==> src/rtl/ctl_perf_sampler.sv <==
// ctl_perf_sampler: sweeps masked perf counters through a shared read port into a 4-deep sample FIFO
module ctl_perf_sampler #(
  parameter int N_LOG    = 5,
  parameter int PER_W    = 16,
  parameter int FIFO_LOG = 2
) (
  input  logic                  clk_ni,
  input  logic                  rst_ni,
  input  logic                  i_enable,
  input  logic [PER_W-1:0]      i_period,
  input  logic                  i_trigger,
  input  logic [(1<<N_LOG)-1:0] i_mask,
  input  logic                  i_ovr_clr,
  output logic                  o_rd_req,
  output logic [N_LOG-1:0]      o_rd_adr,
  input  logic                  i_rd_gnt,
  input  logic [15:0]           i_rd_data,
  output logic                  o_smp_valid,
  output logic [N_LOG-1:0]      o_smp_adr,
  output logic [15:0]           o_smp_data,
  output logic                  o_smp_last,
  input  logic                  i_smp_stall,
  output logic                  o_busy,
  output logic                  o_overrun,
  output logic [7:0]            o_seq
);
  localparam int N     = 1 << N_LOG;
  localparam int DEPTH = 1 << FIFO_LOG;
  localparam int CW    = FIFO_LOG + 1;
  localparam int EW    = N_LOG + 17;
  typedef enum logic [1:0] {IDLE, REQ, CAPT} state_t;
  state_t              state_q, state_d;
  logic [PER_W-1:0]    tmr_q, tmr_d;
  logic [N-1:0]        mask_q, mask_d, above;
  logic [N_LOG-1:0]    idx_q, idx_d, first_idx, next_idx;
  logic [7:0]          seq_q, seq_d;
  logic                ovr_q, ovr_d;
  logic [FIFO_LOG-1:0] wp_q, wp_d, rp_q, rp_d;
  logic [CW-1:0]       cnt_q, cnt_d;
  logic [EW-1:0]       mem_q [DEPTH];
  logic                run, tick, start, accept, last, push, pop;
  always_comb begin
    run    = i_enable && (i_period != '0);
    tick   = run && (tmr_q >= i_period - PER_W'(1));
    tmr_d  = !run ? tmr_q : tick ? '0 : tmr_q + PER_W'(1);
    start  = (tick || i_trigger) && i_enable;
    accept = (state_q == IDLE) && start && (i_mask != '0);
    ovr_d  = (start && o_busy) || (ovr_q && !i_ovr_clr);
  end
  // above holds latched-mask bits strictly higher than the current index
  always_comb begin
    first_idx = '0;
    next_idx  = '0;
    above     = mask_q & ~((N'(2) << idx_q) - N'(1));
    for (int k = N - 1; k >= 0; k--) begin
      first_idx = i_mask[k] ? N_LOG'(k) : first_idx;
      next_idx  = above[k] ? N_LOG'(k) : next_idx;
    end
    last = (above == '0);
  end
  always_ff @(posedge clk_ni) begin
    if (!rst_ni) state_q <= IDLE;
    else         state_q <= state_d;
  end
  always_comb begin
    state_d = accept ? REQ :
              (state_q == REQ && o_rd_req && i_rd_gnt) ? CAPT :
              (state_q == CAPT) ? (last ? IDLE : REQ) : state_q;
  end
  // a request is only raised while a FIFO slot is free for its capture
  always_comb begin
    o_busy      = state_q != IDLE;
    o_rd_req    = (state_q == REQ) && !cnt_q[FIFO_LOG];
    o_rd_adr    = idx_q;
    push        = state_q == CAPT;
    o_smp_valid = cnt_q != '0;
    {o_smp_adr, o_smp_data, o_smp_last} = o_smp_valid ? mem_q[rp_q] : '0;
    o_overrun   = ovr_q;
    o_seq       = seq_q;
  end
  always_comb begin
    pop    = o_smp_valid && !i_smp_stall;
    mask_d = accept ? i_mask : mask_q;
    idx_d  = accept ? first_idx : (push && !last) ? next_idx : idx_q;
    seq_d  = seq_q + 8'(push && last);
    wp_d   = wp_q + FIFO_LOG'(push);
    rp_d   = rp_q + FIFO_LOG'(pop);
    cnt_d  = cnt_q + CW'(push) - CW'(pop);
  end
  always_ff @(posedge clk_ni) begin
    if (!rst_ni) begin
      tmr_q  <= '0;
      mask_q <= '0;
      idx_q  <= '0;
      seq_q  <= '0;
      ovr_q  <= 1'b0;
      wp_q   <= '0;
      rp_q   <= '0;
      cnt_q  <= '0;
    end else begin
      tmr_q  <= tmr_d;
      mask_q <= mask_d;
      idx_q  <= idx_d;
      seq_q  <= seq_d;
      ovr_q  <= ovr_d;
      wp_q   <= wp_d;
      rp_q   <= rp_d;
      cnt_q  <= cnt_d;
    end
  end
  always_ff @(posedge clk_ni) begin
    if (push) mem_q[wp_q] <= {idx_q, i_rd_data, last};
  end
endmodule

==> config.mk <==
export PLATFORM = sky130hd
export DESIGN_NAME = ctl_perf_sampler
export DESIGN_NICKNAME = d
export VERILOG_FILES = /design/src/rtl/ctl_perf_sampler.sv
export SDC_FILE = /design/constraint.sdc
export NUM_CORES = 1
export LEC_CHECK = 0
export CAP_MARGIN = 20
export CORE_MARGIN = 2
export CORE_UTILIZATION = 45
export CTS_CLUSTER_SIZE = 30
export DETAILED_ROUTE_END_ITERATION = 8
export GPL_TIMING_DRIVEN = 0
export PLACE_DENSITY_LB_ADDON = 0.05
export SLEW_MARGIN = 0
export SYNTH_ARGS = -nofsm -noshare
export SYNTH_HDL_FRONTEND = slang
export SYNTH_SLANG_ARGS = --single-unit
export TNS_END_PERCENT = 20
==> constraint.sdc <==
create_clock -name clk_ni -period 11.8 [get_ports clk_ni]
set_input_delay 2.36 -clock clk_ni [delete_from_list [all_inputs] [get_ports clk_ni]]
set_output_delay 2.36 -clock clk_ni [all_outputs]
set_load 0.005 [all_outputs]
* Word level (Yosys, flattened, before mapping)
Memory sizes are Yosys's and may differ from the RTL's. A register that Yosys moved wholly into a read port is not among the register bits. Index checks and enable logic that the tools add are counted.
Word-level totals: memories kept 1, output and inout port bits 39, register bits after elaboration 71, bits in writable memories 88, input port bits 71, logic and storage cells 130
Cells by class: reduce and logical (&&, ||, !) cells 29, order comparisons 1, add/sub/neg operators 8, multiplexer cells 75, bitwise gates (word level) 3, shift-type cells 1, equal/unequal tests 2
Memory list:
- mem_q | words 4, width 22, rd ports 1, clocked after memory_dff 1, write ports 1, line 40 | logic [EW-1:0] mem_q [DEPTH];
Operators by type and width (number):
- two-way mux 5 bit | 66
- bitwise AND 32 bit | 1
- zero test 32 bit | 1
- NOT 32 bit | 1
- nonzero test 32 bit | 1
- << shifter 2 x 5 -> 32 bit, first input constant | 1
- subtractor 32 x 1 -> 32 bit, second input constant | 1
- two-way mux 22 bit | 1
- adder 16 x 1 -> 16 bit, second input constant | 1
- >= comparator 16 bit | 1
- two-way mux 16 bit | 1
- nonzero test 16 bit | 1
- subtractor 16 x 1 -> 16 bit, second input constant | 1
- logical AND 1 bit | 13
- adder 8 x 1 -> 8 bit | 1
- two-way mux 2 bit | 3
- nonzero test 2 bit | 3
- nonzero test 3 bit | 2
- adder 2 x 1 -> 2 bit | 2
- zero test 1 bit | 4
- two-way mux 1 bit | 4
- adder 3 x 1 -> 3 bit | 1
- subtractor 3 x 1 -> 3 bit | 1
- == test 2 x 1 -> 1 bit, second input constant | 1
- other kinds (5) | 6

* Longest topological paths before layout
depth in word-level cells 38, gate-level depth with buffers 19, mapped depth without buffers 15

* Worst setup path after synthesis
Ideal clock, no wire load.
path type input -> register, start point in i_period[2], end point reg mask_q[23], arrival 5.735 ns, data required time 11.672 ns, setup time 0.128 ns, path buffers 2, slack 5.937 ns, stages 15, cells stage by stage nor4_1 nor4b_1 nand2_1 xor2_1 ha_1 nand3_1 a21boi_0 a2111oi_0 and3_1 o31a_1 a211oi_1 buf_2 buf_2 mux2i_1 nor2_1
On the way: word-level cells in the longest chain between the ends 7, elaborated cells on any way between the ends 9, those cells by class add/sub: 1; order compare: 1; reduce/logical: 7
RTL lines:
- start: declaration | line 10 | input logic [PER_W-1:0] i_period,
- subtractor 16 x 1 -> 16 bit / nonzero test 16 bit (equally long branches) | line 44, 43
- >= comparator 16 bit / logical AND 1 bit (equally long branches) | line 44, 43
- logical AND 1 bit (*) | line 44 | tick = run && (tmr_q >= i_period - PER_W'(1));
- logical OR 1 bit (*) | line 46 | start = (tick || i_trigger) && i_enable;
- logical AND 1 bit (*) | line 46
- logical AND 1 bit (*) (2 in series) | line 47 | accept = (state_q == IDLE) && start && (i_mask != '0);
- end signal: assignment | line 102 | mask_q <= mask_d;
- end: declaration | line 34 | logic [N-1:0] mask_q, mask_d, above;
Mark *: on every way between the ends. The rest lies on a longest branch, timed or not. A chain may end at the register's enable or synchronous reset.

* Worst setup path after layout
start point in i_period[2], end point reg mask_q[26]
Same word-level chain as after synthesis.

==> results.tsv <==
metric	value	unit
crit-path max FO	10	
io pins	110	
Synth Cell Area	0.00828	mm2
max-slew violation count	0	
GPL Wtd Cong	0.905	
global-route wire length before repair	33.8	mm
# rows	49	
post-CTS setup buffer count	0	
Metal-1 WL	9.94	mm
Final setup viols	0	
Sw Ratio	29.9	%
Worst Tran Pin Value	906	ps
f_max	0.151	GHz
number of synthesized flops with an enable pin	88	
status	complete, no violations	
yosys warns	0	
number of buffers created by CTS	17	
largest net degree at the start of global routing	19	
Worst Skew	15.9	ps
Core Region	0.0180	mm2
asr flop ratio synth	0	%
sequential share of power	39.2	%
Clk network pwr share	34.0	%
Fillers	1546	
clock sinks	158	
Starting Density	45.9	%
WL per Instance	18.5	um
metal3 WL	1.12	mm
Chip Height	140	um
Yosys reg bits	158	
DRT Wirelength	21.2	mm
post-synth top area share	31.9	%
max-capacitance violation count	0	
Critical Path AT	6900	ps
largest family of logic cells by synthesized area	simple AND/OR/NAND/NOR gates	
Synth Flop Type	edfxtp_1	
clk_lat worst skew	430	ps
Pint	1.10	mW
dominant cells by area after synthesis	edfxtp_1, dfxtp_1, mux4_2, nor2_1, mux2i_1	
Hold Crit Depth	2	
NetSw	471	uW
Final period util	56.0	%
total track usage	22.1	%
Leak	3.72	nW
Syn Area/Cell	10.7	um2
Syn Nets	868	
initial antenna violation count	0	
met2 wire len	9.82	mm
Hold WC Path Type	flop to flop	
Critical Path Source Type	primary input	
Worst Setup End Kind	flop	
Detailed Routing Iterations Pass 1	5	
post-synthesis mux area share	9.98	%
# diodes	0	
Iteration-0 DRC Markers	412	
DP HPWL	16.1	mm
Worst IR Drop VDD	0.110	mV
register area share after synthesis	48.9	%
TritonCTS clock tree	done	
Routed Antenna Nets	0	
layout cells sized above 1	10.3	%
vias	6495	
Final #Nets	1003	
vias in the first global route	6286	
fin crit period	6610	ps
area fraction in compound gates after synthesis	10.7	%
final setup TNS	0	ps
remaining global-route overflow	0	
list of most frequent post-synthesis cells	nor2_1, edfxtp_1, dfxtp_1	
Gate Count Post-Synth	771	
Top Metal Used	met4	
DRC	0	
post-synthesis cell type count	73	
clock-pin transition on the worst setup and hold timing paths	70	ps
Worst Path Required	12100	ps
PwrDens	152	mW/mm2
H-tree levels	4	
RSZ-0062 raised after global routing	no	
PostCTS Resize Cnt	0	
Post-Synth Simple-Gate Area	18.6	%
biggest area consumer among synthesized cells	edfxtp_1	
Root Driver	clkbuf_16	
Reg2Reg Depth	17	
total power	1.57	mW
max_slew headroom	39.6	%
r2r setup slk	7230	ps
Post-CTS Hold Fix Bufs	0	
Post-Synth XOR/XNOR Area	4.23	%
Comb pwr share	26.7	%
Layout area overhead	24.8	%
most instantiated library cell after synthesis	nor2_1	
WS Path Type	primary input to flop	
Via-to-Cell Ratio	5.66	
port bufs	109	
chip width	140	um
Adder-Cell Fraction of Synth Area	4.02	%
Die ar.	0.0195	mm2
CTS Buffer Depth	2	
hold violation total from the final report	0	
==> per-layer routing <==
| metal | vias up | global-route usage [%] |
|---|---|---|
| met3 | 21 | 4.03 |
| met2 | 221 | 35.5 |
| met1 | 3132 | 30.8 |
| met4 | 0 | 6.32 |
| li1 | 3121 | - |
| met5 | - | 0 |
==> path summary, 6_finish.rpt <==
kind               startpoint    endpoint
hold / removal     mask_q[31]  mask_q[31]
setup reg to reg  o_rd_adr[4]    o_seq[7]
setup / recovery  i_period[2]  mask_q[26]
hold reg to reg    mask_q[31]  mask_q[31]
==> cells by family after synthesis <==
kind of cell    after synthesis
xor+xnor                     40
buf+inv                      63
flops                       158
fa+ha+maj                    26
mux                          55
compound gates              126
simple gates                303
==> registers in the layout, indices dropped and copies added (netlist names) <==
| signal | count |
|---|---|
| cnt_q | 3 |
| mask_q | 31 |
| mem_q | 88 |
| o_overrun | 1 |
| o_rd_adr | 5 |
| o_seq | 8 |
| rp_q | 2 |
| state_q | 2 |
| tmr_q | 16 |
| wp_q | 2 |
==> power groups by stage <==
stage	Clock, mW	Sequential [mW]	Combinational (mW)
after detailed placement	0	0.630	0.422
final	0.535	0.617	0.420
after floorplan	0	0.623	0.240
after global routing	0.573	0.620	0.455
after global placement	0	0.628	0.416
after CTS	0.546	0.617	0.424
==> per-stage QoR <==
stage / hold WS (ps) / setup WS (ps) / util (%) / area [um2] / instances
2_1_floorplan: 452 / 5940 / - / 8280 / 771
3_3_place_gp: 465 / 4210 / 53.6 / 9660 / 1109
3_5_place_dp: 484 / 4170 / 54.1 / 9740 / 1115
4_1_cts: 502 / 4620 / 57.3 / 10300 / 1147
5_1_grt: 532 / 4810 / 57.3 / 10300 / 1148
6_report: 502 / 5190 / 57.3 / 10300 / 1148
==> cells in the final DEF, fill, tap and decap left out, drive strengths merged, types with 6 or more instances in the layout <==
cell type,count
nand2,50
nor4,13
nor3,16
nor3b,10
dfxtp,70
nor2b,30
inv,36
o21ai,25
or3,6
a21oi,29
mux2i,33
nand3,20
nor2,103
xor2,20
mux4,22
nand2b,9
edfxtp,88
ha,25
buf,34
xnor2,20
and2,9
o31ai,7
clkbuf,27
and3,12
clkdlybuf4s50,109
nand4,10
==> worst max-delay path: stages <==
cell and delay (ps):
clkdlybuf4s50_1 490, nor4_1 490, nor4b_1 260, buf_2 210, nand2_1 80, xor2_1 150
ha_1 300, nand3_1 70, a21boi_0 170, a2111oi_0 80, and3_1 210, o31a_1 350
a211oi_1 650, buf_2 390, buf_2 340, mux2i_1 240, nor2_1 50
==> area by class of cell <==
type	count	area (um2)	area share (%)
sequential	158	4040	39.1
multi-input combinational	550	3950	38.2
timing repair buffer	116	1170	11.3
clock buffer	17	425	4.12
tap	229	287	2.77
buffer	37	203	1.96
clock inverter	15	156	1.51
inverter	26	97.6	0.945
Power figures use the tool's default switching activity.
